[config.mk]
export PLATFORM = sky130hd
export DESIGN_NAME = uart_tx_arbiter
export DESIGN_NICKNAME = d
export VERILOG_FILES = /design/src/rtl/uart_tx_arbiter.sv
export SDC_FILE = /design/constraint.sdc
export NUM_CORES = 1
export LEC_CHECK = 0
export CORE_MARGIN = 4
export CORE_UTILIZATION = 40
export DETAILED_ROUTE_END_ITERATION = 16
export GPL_TIMING_DRIVEN = 0
export HOLD_SLACK_MARGIN = 0.12
export PLACE_DENSITY = 0.76
export SLEW_MARGIN = 20
export SYNTH_ARGS = -nofsm -noshare
export SYNTH_HDL_FRONTEND = slang
export SYNTH_SLANG_ARGS = --single-unit
export TNS_END_PERCENT = 100
[constraint.sdc]
create_clock -name clk -period 2.35 [get_ports clk]
set_clock_uncertainty 0.1 [all_clocks]
set_input_delay 0.47 -clock clk [delete_from_list [all_inputs] [get_ports clk]]
set_output_delay 0.47 -clock clk [all_outputs]
set_load 0.05 [all_outputs]
[src/rtl/uart_tx_arbiter.sv]
// Shares one UART transmitter between NUM_REQ byte sources; round robin by default,
// fixed lowest-index priority when UART_ARB_PRIORITY_EN is defined.
module uart_tx_arbiter #(
  parameter int NUM_REQ      = 2,
  parameter int BUSY_TIMEOUT = 4
) (
  input  logic                 clk,
  input  logic                 resetn,
  input  logic [NUM_REQ-1:0]   req_valid,
  input  logic [8*NUM_REQ-1:0] req_data,
  output logic [NUM_REQ-1:0]   req_ready,
  output logic [7:0]           tx_data,
  output logic                 tx_start,
  input  logic                 tx_busy,
  output logic [2:0]           grant_id,
  output logic                 arb_busy,
  output logic [1:0]           state_dbg
);

  localparam int CW = $clog2(BUSY_TIMEOUT + 1);

  typedef enum logic [1:0] {
    IDLE      = 2'd0,
    START     = 2'd1,
    WAIT_BUSY = 2'd2,
    WAIT_DONE = 2'd3
  } state_t;

  state_t        state, state_nxt;
  logic [CW-1:0] cnt;
  logic          any_valid;
  logic [2:0]    lo_idx;
  logic [2:0]    winner;
  logic [7:0]    sel_data;
  logic          accept;

  // Handshake: a byte moves from requester i when req_valid[i] & req_ready[i] in the
  // same cycle; requesters hold req_data stable while valid, ready never waits on data.
  always_comb begin
    any_valid = 1'b0;
    lo_idx    = 3'd0;
    for (int i = NUM_REQ - 1; i >= 0; i--) begin
      if (req_valid[i]) begin
        any_valid = 1'b1;
        lo_idx    = 3'(i);
      end
    end
  end

`ifdef UART_ARB_PRIORITY_EN
  assign winner = lo_idx;
`else
  logic [2:0] ptr;
  logic       hi_found;
  logic [2:0] hi_idx;

  // First valid index above the pointer; otherwise the lowest valid one (wrap-around).
  always_comb begin
    hi_found = 1'b0;
    hi_idx   = 3'd0;
    for (int i = NUM_REQ - 1; i >= 0; i--) begin
      if (req_valid[i] && (3'(i) > ptr)) begin
        hi_found = 1'b1;
        hi_idx   = 3'(i);
      end
    end
  end

  assign winner = hi_found ? hi_idx : lo_idx;

  always_ff @(posedge clk or negedge resetn) begin
    if (!resetn) begin
      ptr <= 3'(NUM_REQ - 1);
    end else if (accept) begin
      ptr <= winner;
    end
  end
`endif

  always_comb begin
    sel_data = 8'd0;
    for (int i = 0; i < NUM_REQ; i++) begin
      if (3'(i) == winner) sel_data = req_data[8*i +: 8];
    end
  end

  assign accept = (state == IDLE) && any_valid && !tx_busy;

  always_comb begin
    req_ready = '0;
    if (accept && resetn) req_ready = NUM_REQ'(1) << winner;
  end

  always_comb begin
    state_nxt = state;
    unique case (state)
      IDLE:      if (accept) state_nxt = START;
      START:     state_nxt = WAIT_BUSY;
      WAIT_BUSY: begin
        if (tx_busy) state_nxt = WAIT_DONE;
        else if (cnt + CW'(1) == CW'(BUSY_TIMEOUT)) state_nxt = IDLE;
      end
      WAIT_DONE: if (!tx_busy) state_nxt = IDLE;
      default:   state_nxt = IDLE;
    endcase
  end

  always_ff @(posedge clk or negedge resetn) begin
    if (!resetn) begin
      state    <= IDLE;
      tx_data  <= 8'd0;
      grant_id <= 3'd0;
      cnt      <= '0;
    end else begin
      state <= state_nxt;
      if (accept) begin
        tx_data  <= sel_data;
        grant_id <= winner;
      end
      if (state == START) cnt <= '0;
      else if (state == WAIT_BUSY && !tx_busy) cnt <= cnt + CW'(1);
    end
  end

  assign tx_start  = (state == START);
  assign arb_busy  = (state != IDLE);
  assign state_dbg = state;

endmodule

; Word level (Yosys, flattened, before mapping)
; Index checks and enable logic that the tools add are counted.
; W data, S select, Z words.
[op_classes]
magnitude_cmp = 2
n_reduce_logical = 12
n_shift = 1
n_eq_ne = 8
n_mux = 19
addsub = 1
[op_table]
columns = cell, n
row1 = $mux W8, 2
row2 = $mux W3, 4
row3 = $mux W2, 5
row4 = $pmux W2 S4, 1
row5 = $mux W1, 7
row6 = $gt A1 B3 Y1 const A, 2
row7 = $logic_and A1 B1 Y1, 6
row8 = $eq A2 B2 Y1 const B, 2
row9 = $ne A2 B2 Y1 const B, 2
row10 = $reduce_bool A2 Y1, 2
row11 = $add A3 B1 Y3 const B, 1
row12 = $eq A1 B3 Y1 const A, 1
row13 = $eq A3 B3 Y1 const B, 1
row14 = $logic_not A3 Y1, 1
row15 = $ne A3 B3 Y1 const B, 1
row16 = $reduce_and A3 Y1, 1
row17 = $shl A1 B3 Y2 const A, 1
row18 = $eq A2 B1 Y1 const B, 1
row19 = $logic_not A2 Y1, 1
row20 = $logic_not A1 Y1, 1
[totals]
register_bits = 19
output_inout_bits = 17
input_bits = 21
elab_cells = 48

; Logic depth before layout (Yosys ltp)
[depth]
word_depth = 8
depth_mapped = 5
ltp_nobuf = 4

; Worst setup path after synthesis
; OpenSTA, ideal clock, no wires.
[synth_timing]
kind = register to output
from = register state[0] (netlist: state_dbg[0])
to = output port req_ready[0]
stages_incl_launch_ff = 5
path_slack_ps = -487
path_buffers = 1
required_ps = 1780
t_arrival_ps = 2267
path_cell_list = dfrtp_1 > buf_2 > nor3_4 > o21ai_1 > nor3b_1
[synth_via]
elab_chain_cells = 5
[synth_rtl]
columns = element, line
row1 = "start, declared", 29  ; state_t state, state_nxt;
row2 = "start signal, assigned", 115  ; state <= state_nxt;
row3 = $logic_not A2 Y1, 87  ; assign accept = (state == IDLE) && any_valid && !tx_busy;
row4 = $logic_and A1 B1 Y1 (2 in a row), 87
row5 = $logic_and A1 B1 Y1, 91  ; if (accept && resetn) req_ready = NUM_REQ'(1) << winner;
row6 = $mux W2, 91
row7 = "end, declared", 11  ; output logic [NUM_REQ-1:0] req_ready,
; Every way passes these cells.

; Worst setup path after layout
[layout_timing]
from = register state[0] (netlist: state_dbg[0])
to = output port req_ready[1]
; The elaborated chain is that of the path after synthesis.

==> summary.md <==
| Metric | Value |
|---|---|
| Outcome | completed |
| Clock sink count | 15 |
| # Max-Cap Violations | 0 |
| Min Tclk post-route | 2.289 ns |
| CP Class | flop to output pin |
| Maximum vdd drop | 0.8261 mV |
| Crit path capture type | output pin |
| Row cnt | 16 |
| CTS Buffer Depth | 2 |
| Area Overhead vs Synth | 61.04% |
| Total Routing Usage GR | 16.83% |
| Skew-Pair Late Insertion Delay | 0.29 ns |
| Final WL | 2159 um |
| Average wire per standard cell | 14.89 um |
| Crit-path max FO | 10 |
| Post-Synthesis Cell Area | 815.8 um^2 |
| Clock slew at reported path FFs | 0.10 ns |
| Pre-CTS WS | -0.8426 ns |
| Flop pwr share | 28.8% |
| Syn avg cell area | 11.18 um^2 |
| Yosys cell types | 30 |
| Fin cells | 145 |
| Gate count of the mapped netlist | 73 |
| Fin. Hold Viols | 0 |
| Count of pins over their slew limit | 0 |
| Drc violations | 0 |
| Final layout net count | 142 |
| IO Pins | 38 |
| Via count | 750 |
| Yosys top cell area share | 42.94% |
| Critical path required time | 1.78 ns |
| Post-DP HPWL | 1577 um |
| Initial antenna violation count | 0 |
| NetSw | 0.0007994 W |
| CP Cell Sequence | buf_4, nor3_4, o21a_1, buf_6, and3_4, buf_8 |
| Initial Utilization | 42.01% |
| Hold Crit Class | input pin to asynchronous set/reset pin |
| P per Cell Area | 1259 nW/um^2 |
| Hold slack | 0.1942 ns |
| Core Util, Final | 67.65% |
| Switching portion of total power | 48.32% |
| Logic pwr share | 61.7% |
| Die area | 2826 um^2 |
| Buf+Inv Stages, Crit Path | 3 |
| Die H | 53.16 um |
| Gp weighted congestion | 0.7361 |
| Port Buffers | 35 |
| H-tree depth | 1 |
| Clk pwr share | 9.5% |
| Share of post-route cells with drive strength above 1 | 23.73% |
| Leak | 0.5566 nW |
| Antenna cells | 0 |
| Critical path's top delay family | simple AND/OR/NAND/NOR gates |
| Die W | 53.16 um |
| Number of vias per cell | 5.172 |
| Tot Pwr | 0.001654 W |
| Max_slew headroom | 52.10% |
| Synth area leader | dfrtp_1 |
| Commonest non-fill, non-tap cell in the layout | clkdlybuf4s50_1 |
| Setup ws final | 0.06060 ns |
| Root buffer cell | clkbuf_4 |
| CTS tree | done |
| Initial DRC count | 7 |
| Internal cell power | 0.0008549 W |
| Largest net degree at the start of global routing | 18 |
| Number of detailed-route iterations in the first pass | 4 |
| First-pass GRT wire length | 3394 um |
| Worst EP arrival | 1.72 ns |
| Total gr overflow | 0 |
| Placed cells | 136 |
| Number of fill cells | 154 |
| #FFs+latches synth | 15 |
| Slew @ Worst Pin | 0.7185 ns |
| Synth top area cells | dfrtp_1 (43%), o221a_1 (8.3%), nand3b_1 (7.4%), dfstp_2 (3.2%), ha_1 (3.1%) |
| Max Clk Rate | 436.8 MHz |
| Vias in the first global route | 737 |
| Crit start category | flop |
| Seq/Total Area, Yosys | 46.17% |
| Core Area | 1942 um^2 |
| Synth warnings | 0 |
| Period utilization | 97.42% |
| Most frequent cells in the layout | clkdlybuf4s50_1 (28), dfrtp_1 (14), buf_4 (9), nand3b_1 (8), o221a_1 (6) |
| CP max-delay cell | dfrtp_1 |
| Largest stage delay, worst path | 0.39 ns |
| Endpoints failing setup | 0 |
| CTS buffer count | 3 |
| Antenna-violating nets left | 0 |
final timing paths:
path / startpoint / end / slack (ns) / depth (start not counted)
worst max-delay path: state_dbg[0] / req_ready[1] / 0.06 / 6
worst min-delay path: resetn / tx_data[6] / 0.19 / 1
worst max register to register: state_dbg[0] / tx_data[4] / 0.73 / 6
worst min register to register: grant_id[0] / grant_id[0] / 0.43 / 1
max in group asynchronous: resetn / cnt[0] / 1.50 / 1
min in group clk: grant_id[0] / grant_id[0] / 0.43 / 1
cell type report:
type                    instances  area, um^2  area share [%]
plain buffers                   7       55.05           4.190
repair buffers                 40       389.1           29.62
multi-input cells              49       420.4           32.00
well taps                      27       33.78           2.571
flip-flops and latches         15       376.6           28.67
clock inverters                 1       5.005          0.3810
clock buffers                   3       22.52           1.714
inverters                       3       11.26          0.8571
flip-flops by register name (all words and copies together), names as in the netlist:
name and flops:
tx_data 8, grant_id 1, cnt 3, ptr 1, state_dbg 2
worst register-to-register path, cell delays in order (launching register included):
cell	delay, ns
dfrtp_1	0.39
buf_4	0.17
nor3_4	0.27
buf_4	0.15
buf_2	0.20
nand3b_1	0.11
o221a_2	0.13
cell families (layout without fill, tap and decap cells):
logic type / Yosys count / count (layout) / share of synthesized area (%)
adder cells (fa/ha/maj): 2 / 2 / 3.067
AO/OA/AOI/OAI: 25 / 25 / 24.69
XOR/XNOR: 1 / 1 / 1.074
other: 1 / 2 / 0.4597
buffers and inverters: 10 / 54 / 6.595
AND/OR/NAND/NOR: 19 / 19 / 17.95
flip-flops: 15 / 15 / 46.17
power groups by stage:
| stage | clock, W | sequential (W) | combinational (W) |
|---|---|---|---|
| after floorplan | 0 | 0.000780 | 0.000353 |
| after global placement | 0 | 0.000469 | 0.000968 |
| after detailed placement | 0 | 0.000474 | 0.000990 |
| after CTS | 0.000164 | 0.000472 | 0.000984 |
| after global routing | 0.000178 | 0.000495 | 0.00108 |
| final | 0.000157 | 0.000476 | 0.00102 |
per-stage QoR:
step           TNS [ns]  area (um^2)
6_report              0         1314
3_3_place_gp     -1.630         1215
3_5_place_dp     -1.661         1215
5_1_grt        -0.03223         1314
4_1_cts               0         1242
2_1_floorplan         0        830.8
synthesized netlist by cell type:
| library cell | instances |
|---|---|
| buf_4 | 3 |
| inv_1 | 3 |
| xor2_1 | 1 |
| o211ai_1 | 2 |
| dfrtp_1 | 14 |
| o21ai_1 | 4 |
| conb_1 | 1 |
| nand3_2 | 1 |
| nor3b_1 | 2 |
| o21ai_0 | 1 |
| nand3b_1 | 8 |
| nand2b_1 | 1 |
| a21oi_1 | 3 |
| dfstp_2 | 1 |
| o21a_1 | 1 |
| and3_1 | 1 |
| a31oi_1 | 1 |
| o311ai_0 | 1 |
| buf_2 | 4 |
| a21boi_1 | 1 |
| ha_1 | 2 |
| nor2b_1 | 2 |
| o221a_1 | 6 |
| nor3_4 | 1 |
| nand2_1 | 1 |
| or2_2 | 1 |
| a22o_1 | 2 |
| nor4bb_1 | 1 |
| o221a_2 | 2 |
| a211o_1 | 1 |
per-layer routing:
| layer | vias to the layer above | routed length, um | part of all wire [%] | GRT usage, % |
|---|---|---|---|---|
| met3 | 5 | 92 | 4.3 | 3.662 |
| met2 | 16 | 1146 | 53 | 29.13 |
| met1 | 366 | 863 | 40 | 19.61 |
| met5 | - | 0 | 0 | 0 |
| li1 | 363 | - | - | - |
| met4 | 0 | 56 | 2.6 | 7.660 |
what timing repair did:
item	4_1_cts	5_1_grt
hold buffers	0	0
gates resized for setup	19	10
endpoints found under the setup margin	4	2
setup buffers	0	5
pin swaps	0	1
Note: power is estimated with default switching activity, not from simulation.
